===== src/rtl/dac_spi_tx_pkg.sv =====
// dac_spi_tx_pkg: shared definitions for the DAC SPI transmitter.
//   - default word length and load-strobe length
//   - width of the sclk half-period divider
//   - FSM state encoding, also visible on the debug port of dac_spi_tx
`ifndef DAC_SPI_TX_PKG_SV
`define DAC_SPI_TX_PKG_SV

package dac_spi_tx_pkg;

  localparam int DEF_DAC_BITS    = 16;
  localparam int DEF_LDAC_CYCLES = 2;
  localparam int DIV_W           = 3;

  typedef enum logic [1:0] {
    ST_IDLE    = 2'd0,
    ST_SHIFT   = 2'd1,
    ST_CS_HOLD = 2'd2,
    ST_LDAC    = 2'd3
  } fsm_e;

endpackage

`endif


===== src/rtl/dac_spi_tick.sv =====
// dac_spi_tick: reloadable down-counter that paces the sclk half-period.
//   clk, rst : clock, asynchronous active-high reset
//   load     : force the counter to period (word start)
//   en       : count while the transmitter is pacing sclk / cs hold
//   period   : reload value (half-period minus one)
//   tick     : high in the cycle the counter sits at zero while enabled;
//              the counter reloads to period on that same edge
`ifndef DAC_SPI_TICK_SV
`define DAC_SPI_TICK_SV

module dac_spi_tick
  import dac_spi_tx_pkg::*;
(
  input  logic             clk,
  input  logic             rst,
  input  logic             load,
  input  logic             en,
  input  logic [DIV_W-1:0] period,
  output logic             tick
);

  logic [DIV_W-1:0] delay_q, delay_d;

  assign tick = en && (delay_q == '0);

  always_comb begin
    delay_d = delay_q;
    if (load) begin
      delay_d = period;
    end else if (en) begin
      if (delay_q == '0) delay_d = period;
      else               delay_d = delay_q - 1'b1;
    end
  end

  always_ff @(posedge clk or posedge rst) begin
    if (rst) delay_q <= '0;
    else     delay_q <= delay_d;
  end

endmodule

`endif


===== src/rtl/dac_spi_tx.sv =====
// dac_spi_tx: SPI mode-0 transmitter for a DAC with an active-low load strobe.
//   clkin       : single clock
//   rst         : asynchronous active-high reset
//   clk_divider : sclk half-period = clk_divider+1 clkin cycles, latched per word
//   go, data_i  : request to send data_i (sampled when go is accepted)
//   state       : 1 while a word is in flight (cs low through the ldac pulse)
//   pending     : a second word is waiting in the one-entry holding register
//   overrun     : one-cycle pulse when go arrives while pending is set
//   sclk, mosi, cs, ldac_n : DAC-side pins, all registered
//   fsm_dbg     : current FSM state for observation
//
// Handshake: go is a request sampled on every rising clkin edge. It is accepted
// straight into the shifter when idle, into the holding register when a word is
// in flight and the holder is empty, and otherwise dropped with an overrun pulse.
// There is no ready signal; pending tells the producer whether a go would be lost.
`ifndef DAC_SPI_TX_SV
`define DAC_SPI_TX_SV

module dac_spi_tx
  import dac_spi_tx_pkg::*;
#(
  parameter int DAC_BITS    = DEF_DAC_BITS,
  parameter int LDAC_CYCLES = DEF_LDAC_CYCLES
) (
  input  logic                clkin,
  input  logic                rst,
  input  logic [DIV_W-1:0]    clk_divider,
  input  logic                go,
  input  logic [DAC_BITS-1:0] data_i,
  output logic                state,
  output logic                pending,
  output logic                overrun,
  output logic                sclk,
  output logic                mosi,
  output logic                cs,
  output logic                ldac_n,
  output fsm_e                fsm_dbg
);

  localparam int CW = (DAC_BITS > 1) ? $clog2(DAC_BITS) : 1;
  localparam int LW = (LDAC_CYCLES > 1) ? $clog2(LDAC_CYCLES) : 1;

  fsm_e                fsm_q, fsm_d;
  logic                state_q, state_d;
  logic                pending_q, pending_d;
  logic                overrun_q, overrun_d;
  logic                sclk_q, sclk_d;
  logic                mosi_q, mosi_d;
  logic                cs_q, cs_d;
  logic                ldac_n_q, ldac_n_d;
  logic [DAC_BITS-1:0] shift_q, shift_d;
  logic [DAC_BITS-1:0] hold_q, hold_d;
  logic [CW-1:0]       bitcnt_q, bitcnt_d;
  logic [DIV_W-1:0]    div_q, div_d;
  logic [LW-1:0]       ldac_cnt_q, ldac_cnt_d;

  logic                start_word;
  logic [DAC_BITS-1:0] start_data;
  logic                tick_en;
  logic                tick;
  logic [DIV_W-1:0]    tick_period;

  // A word starts either from idle on go, or back-to-back from the holding
  // register on the edge that ends the ldac pulse.
  assign start_word = ((fsm_q == ST_IDLE) && go) ||
                      ((fsm_q == ST_LDAC) && (ldac_cnt_q == '0) && pending_q);
  assign start_data = (fsm_q == ST_IDLE) ? data_i : hold_q;

  // The counter only runs while pacing sclk or the cs hold; at word start it
  // is loaded with the freshly sampled divider, afterwards with the latched one.
  assign tick_en     = (fsm_q == ST_SHIFT) || (fsm_q == ST_CS_HOLD);
  assign tick_period = start_word ? clk_divider : div_q;

  dac_spi_tick u_tick (
    .clk    (clkin),
    .rst    (rst),
    .load   (start_word),
    .en     (tick_en),
    .period (tick_period),
    .tick   (tick)
  );

  always_comb begin
    fsm_d      = fsm_q;
    state_d    = state_q;
    pending_d  = pending_q;
    overrun_d  = 1'b0;
    sclk_d     = sclk_q;
    mosi_d     = mosi_q;
    cs_d       = cs_q;
    ldac_n_d   = ldac_n_q;
    shift_d    = shift_q;
    hold_d     = hold_q;
    bitcnt_d   = bitcnt_q;
    div_d      = div_q;
    ldac_cnt_d = ldac_cnt_q;

    // Queueing while busy; state_q is still 1 on the ldac exit edge, so a
    // go landing there is queued rather than started.
    if (go && state_q) begin
      if (pending_q) begin
        overrun_d = 1'b1;
      end else begin
        pending_d = 1'b1;
        hold_d    = data_i;
      end
    end

    case (fsm_q)
      ST_IDLE: ;
      ST_SHIFT: begin
        if (tick) begin
          if (!sclk_q) begin
            sclk_d = 1'b1;
          end else begin
            sclk_d = 1'b0;
            if (bitcnt_q == '0) begin
              fsm_d  = ST_CS_HOLD;
              mosi_d = 1'b0;
            end else begin
              shift_d  = {shift_q[DAC_BITS-2:0], 1'b0};
              mosi_d   = shift_q[DAC_BITS-2];
              bitcnt_d = bitcnt_q - 1'b1;
            end
          end
        end
      end
      ST_CS_HOLD: begin
        if (tick) begin
          cs_d       = 1'b1;
          ldac_n_d   = 1'b0;
          ldac_cnt_d = LW'(LDAC_CYCLES - 1);
          fsm_d      = ST_LDAC;
        end
      end
      ST_LDAC: begin
        if (ldac_cnt_q != '0) begin
          ldac_cnt_d = ldac_cnt_q - 1'b1;
        end else begin
          ldac_n_d = 1'b1;
          if (!pending_q) begin
            fsm_d   = ST_IDLE;
            state_d = 1'b0;
          end
        end
      end
      default: fsm_d = ST_IDLE;
    endcase

    if (start_word) begin
      fsm_d    = ST_SHIFT;
      state_d  = 1'b1;
      cs_d     = 1'b0;
      shift_d  = start_data;
      mosi_d   = start_data[DAC_BITS-1];
      bitcnt_d = CW'(DAC_BITS - 1);
      div_d    = clk_divider;
      if (fsm_q == ST_LDAC) pending_d = 1'b0;
    end
  end

  always_ff @(posedge clkin or posedge rst) begin
    if (rst) begin
      fsm_q      <= ST_IDLE;
      state_q    <= 1'b0;
      pending_q  <= 1'b0;
      overrun_q  <= 1'b0;
      sclk_q     <= 1'b0;
      mosi_q     <= 1'b0;
      cs_q       <= 1'b1;
      ldac_n_q   <= 1'b1;
      shift_q    <= '0;
      hold_q     <= '0;
      bitcnt_q   <= '0;
      div_q      <= '0;
      ldac_cnt_q <= '0;
    end else begin
      fsm_q      <= fsm_d;
      state_q    <= state_d;
      pending_q  <= pending_d;
      overrun_q  <= overrun_d;
      sclk_q     <= sclk_d;
      mosi_q     <= mosi_d;
      cs_q       <= cs_d;
      ldac_n_q   <= ldac_n_d;
      shift_q    <= shift_d;
      hold_q     <= hold_d;
      bitcnt_q   <= bitcnt_d;
      div_q      <= div_d;
      ldac_cnt_q <= ldac_cnt_d;
    end
  end

  assign state   = state_q;
  assign pending = pending_q;
  assign overrun = overrun_q;
  assign sclk    = sclk_q;
  assign mosi    = mosi_q;
  assign cs      = cs_q;
  assign ldac_n  = ldac_n_q;
  assign fsm_dbg = fsm_q;

endmodule

`endif


===== config.mk =====
export PLATFORM = sky130hd
export DESIGN_NAME = dac_spi_tx
export DESIGN_NICKNAME = d
export VERILOG_FILES = /design/src/rtl/dac_spi_tx_pkg.sv /design/src/rtl/dac_spi_tick.sv /design/src/rtl/dac_spi_tx.sv
export SDC_FILE = /design/constraint.sdc
export NUM_CORES = 1
export LEC_CHECK = 0
export CAP_MARGIN = 10
export CORE_MARGIN = 2
export CORE_UTILIZATION = 42
export DETAILED_ROUTE_END_ITERATION = 8
export HOLD_SLACK_MARGIN = 0.15
export PLACE_DENSITY = 0.72
export REMOVE_ABC_BUFFERS = 1
export SLEW_MARGIN = 40
export SYNTH_ARGS = -nofsm -noshare
export SYNTH_HDL_FRONTEND = slang
export SYNTH_SLANG_ARGS = --single-unit

===== constraint.sdc =====
create_clock -name clkin -period 1.9 [get_ports clkin]
set_clock_uncertainty 0.1 [all_clocks]
set_input_delay 0.38 -clock clkin [delete_from_list [all_inputs] [get_ports clkin]]
set_output_delay 0.38 -clock clkin [all_outputs]
set_load 0.01 [all_outputs]

==> impl.org <==
** GRT
- Global-route usage over all layers :: 0.151
- The first global-routing pass estimated 7800 um of wire.
- The via count of the first global-routing pass was 1728.
- The initial antenna violation count was 0.
- After global routing the overflow that remains totals 0.
- Largest net degree at the start of global routing :: 43

** STA
- Worst slew margin relative to its limit :: 0.792
- Setup repair after global routing missed its margin :: yes
- Final-layout setup total negative slack :: 0 ns
- Derived from the worst setup path, the maximum achievable clock frequency is 539 MHz.
- In the finished design, the share of the clock period the worst path needs comes to 0.977.
- Final number of max-transition violations :: 0
- Final critical-path required period :: 1.86 ns
- Worst slew pin tran :: 0.312 ns
- The final-report hold violation count came to 0.
- Setup violations remaining at the end of the flow were counted as 0.

** Status
- Outcome :: completed

** Cells and area
- Share of post-route cells with drive strength above 1 :: 0.236
- Footprint of the multi-input gates :: 0.00118 mm^2
- Number of antenna repair diodes :: 0
- The library cell used most frequently in the layout, excluding fill and tap cells, is sky130_fd_sc_hd__dfrtp_1.
- Net count of the finished layout :: 309
- Summing all non-filler instances in the final layout gives an area of 0.00323 mm^2.
- Registers take 0.00128 mm^2.
- Counting the fill cells in the layout gives 492.
- Most frequent cells in the layout :: sky130_fd_sc_hd__dfrtp_1, sky130_fd_sc_hd__clkdlybuf4s50_1, sky130_fd_sc_hd__nand2_1, sky130_fd_sc_hd__buf_4, sky130_fd_sc_hd__nor2_1
- Layout Area Growth over Synthesis :: 26.1%

** Clock network
- At the later pin of the worst-skew pair, clock insertion delay measures 0.30 ns.
- Post-CTS Hold Buffers :: 0
- H-tree Lvls :: 2
- The cell sitting at the root of the clock tree is a sky130_fd_sc_hd__clkbuf_8.
- Max Buffers Root-to-Sink :: 2
- TritonCTS Buffers :: 5
- CTS Sinks :: 51
- After clock tree synthesis, the clock-pin slew on the worst setup and hold paths is 0.09 ns.
- Clock tree from TritonCTS :: yes

** Worst setup path
- Along the worst path, the maximum fanout reaches 3.
- For this run, the slowest stage of the critical path takes 0.55 ns.
- The endpoint identified for the worst register-to-register timing path is shift_q[14].
- STA classifies the critical path endpoint as an output pin.
- The worst setup path is launched from a flop.
- Worst reg-to-reg path cell count :: 7
- Broken down by cell family, the worst path's largest delay share belongs to flip-flops.
- Sum of buffers and inverters on the critical path :: 1
- The critical path is of the reg -> out type.
- The slowest stage of the critical path is the sky130_fd_sc_hd__dfstp_2 cell.
- Data required time of the critical path :: 1.42 ns
- Launching instance or port of the critical path :: ldac_n
- Register-to-register setup slack :: 0.05 ns
- Data arrives at the worst endpoint at 1.38 ns.
- The worst register-to-register path begins at bitcnt_q[1].
- Cell chain of the critical path :: clkdlybuf4s50_1

** Floorplan
- Pin placement for this block handled 31 I/O pins.
- Die Outline Area :: 0.00675 mm^2
- Standard cell core area :: 0.00592 mm^2
- In this run the core area contains 28 standard-cell rows.
- The die is 82.1 um tall.
- The initial utilization of the core area, before any placement, comes to 0.433.
- Die X :: 82.1 um

** Power and ir drop
- Share of power burned in combinational logic :: 0.390
- The share of total power dissipated in the clock network is 0.165.
- Cell internal power dissipation :: 2.46 mW
- Of the total power, the share spent switching nets is 0.328.
- For this design the static power due to leakage is 1.38 nW.
- Power per unit of standard cell area :: 1130 mW/mm^2
- Worst vdd ir :: 0.000402 V
- The share of total power dissipated in sequential elements is 0.444.
- The analysis attributes to net switching a power of 1.20 mW.

** Detailed routing
- In the final routed layout, each cell accounts on average for 13.6 um.
- Number of detailed-routing iterations run before antenna repair :: 5
- Across all layers, the routed design uses 1898 vias.
- The first routing iteration left 88 violations.
- Number of vias per cell after detailed routing :: 5.35
- Wires add up to 4840 um.
- Residual antenna-violating net count after detailed routing :: 0
- Drt drc :: 0

** Logic synthesis
- Library cell occupying the most area in the post-synthesis netlist :: sky130_fd_sc_hd__dfrtp_1
- Number of distinct library cell variants in the gate-level netlist after synthesis :: 42
- Number of flops mapped to enable cells by yosys :: 0
- After synthesis the cells add up to 0.00256 mm^2.
- Biggest area contributors in the synthesized netlist :: sky130_fd_sc_hd__dfrtp_1, sky130_fd_sc_hd__mux2_2, sky130_fd_sc_hd__mux2i_1, sky130_fd_sc_hd__ha_1, sky130_fd_sc_hd__a221oi_1
- Number of instances in the synthesized netlist :: 232
- Fraction of post-synthesis cell area in the top cell type by area :: 0.478
- Of the synthesized area, sequential elements account for 0.499.
- The average instance in the mapped netlist occupies 11.1 um^2.
- Share of flip-flops with an asynchronous set or reset :: 1.00
- Post-synthesis sequential element count :: 51
- Yosys warning count :: 0
- Among all flip-flop cells after synthesis, the most frequent one is sky130_fd_sc_hd__dfrtp_1.

** Placement
- After legalization and detailed placement, the total HPWL measured 3280 um.
- DP Area :: 0.00304 mm^2
- Routability cong. :: 0.786
- The count of buffers added on input and output ports is 30.

** Hold path
- In this run the worst hold path is classified as in -> async.

** Run
- The tool flagged a number of max-cap violations equal to 0.
power groups by stage:
| stage | registers, mW | logic (mW) | clock network (mW) |
|---|---|---|---|
| CTS | 1.62 | 1.33 | 0.625 |
| floorplan | 1.61 | 0.878 | 0 |
| global placement | 1.63 | 1.26 | 0 |
| global route | 1.67 | 1.61 | 0.659 |
| finish | 1.63 | 1.43 | 0.604 |
| detailed placement | 1.64 | 1.31 | 0 |
cells by family (layout without fill, tap and decap cells):
logic type | Yosys count | after routing | synth area share
simple gates | 73 | 73 | 0.140
flops | 51 | 51 | 0.499
compound gates | 41 | 41 | 0.125
mux | 32 | 32 | 0.133
buf+inv | 24 | 72 | 0.0537
fa+ha+maj | 8 | 8 | 0.0390
xor+xnor | 3 | 3 | 0.0103
worst register-to-register path: stages, from the launching register on:
cell,delay (ns)
sky130_fd_sc_hd__dfrtp_1,0.41
sky130_fd_sc_hd__inv_1,0.07
sky130_fd_sc_hd__ha_2,0.17
sky130_fd_sc_hd__or3b_4,0.42
sky130_fd_sc_hd__nand3_4,0.16
sky130_fd_sc_hd__buf_4,0.15
sky130_fd_sc_hd__mux2i_1,0.18
sky130_fd_sc_hd__a21oi_1,0.08
metal layers:
metal | wire, um | up-vias | track usage
met3 | 160 | 7 | 0.0380
met1 | 2330 | 935 | 0.209
met5 | 0 | - | 0
met2 | 2310 | 29 | 0.235
met4 | 42 | 0 | 0.0417
li1 | - | 927 | -
area by class of cell:
type                    count  area share
flip-flops and latches     51       0.396
well taps                  75      0.0290
clock buffers               7      0.0236
inverters                   8     0.00929
repair buffers             56       0.177
multi-input cells         157       0.364
clock inverters             1     0.00155
how the worst max path moves through the flow:
stage             endpoint  depth (start not counted)
4_1_cts        shift_q[12]                          7
6_report            ldac_n                          1
5_1_grt        shift_q[11]                          7
3_3_place_gp    shift_q[4]                          6
2_1_floorplan   fsm_dbg[1]                          6
3_5_place_dp   shift_q[12]                          6
Yosys cell counts (all sizes together) (2+ instances only):
| master | instances |
|---|---|
| a211oi | 3 |
| a21oi | 8 |
| a221oi | 12 |
| a31oi | 2 |
| and3 | 2 |
| buf | 15 |
| dfrtp | 49 |
| dfstp | 2 |
| ha | 8 |
| inv | 8 |
| mux2 | 17 |
| mux2i | 15 |
| nand2 | 22 |
| nand2b | 4 |
| nand3 | 5 |
| nand4 | 2 |
| nor2 | 18 |
| nor2b | 4 |
| nor3 | 13 |
| o211ai | 2 |
| o21a | 2 |
| o21ai | 4 |
| xor2 | 2 |
what timing repair did:
item                       4_1_cts  5_1_grt
pin swaps                        0        1
cloned                           0        1
hold endpoints to repair         0        0
setup endpoints to repair        3       15
resized for setup                1        9
buffers inserted                 2        4
stage by stage:
step / utilization / setup slack, ns / instances / hold slack [ns] / total power, mW
2_1_floorplan: - / -0.671 / 216 / 0.340 / 2.48
3_3_place_gp: 0.514 / 0.0251 / 340 / 0.360 / 2.89
3_5_place_dp: 0.514 / -0.0954 / 340 / 0.363 / 2.95
4_1_cts: 0.530 / 0.0220 / 350 / 0.212 / 3.57
5_1_grt: 0.546 / -0.0849 / 355 / 0.220 / 3.94
6_report: 0.546 / 0.0443 / 355 / 0.208 / 3.66
state kept, by name (all words and copies together), names as in the netlist, 2 cells and up:
| signal | cells |
|---|---|
| u_tick.delay_q | 3 |
| hold_q | 16 |
| fsm_dbg | 2 |
| bitcnt_q | 4 |
| shift_q | 15 |
| div_q | 3 |
Note: power is estimated with default switching activity, not from simulation.
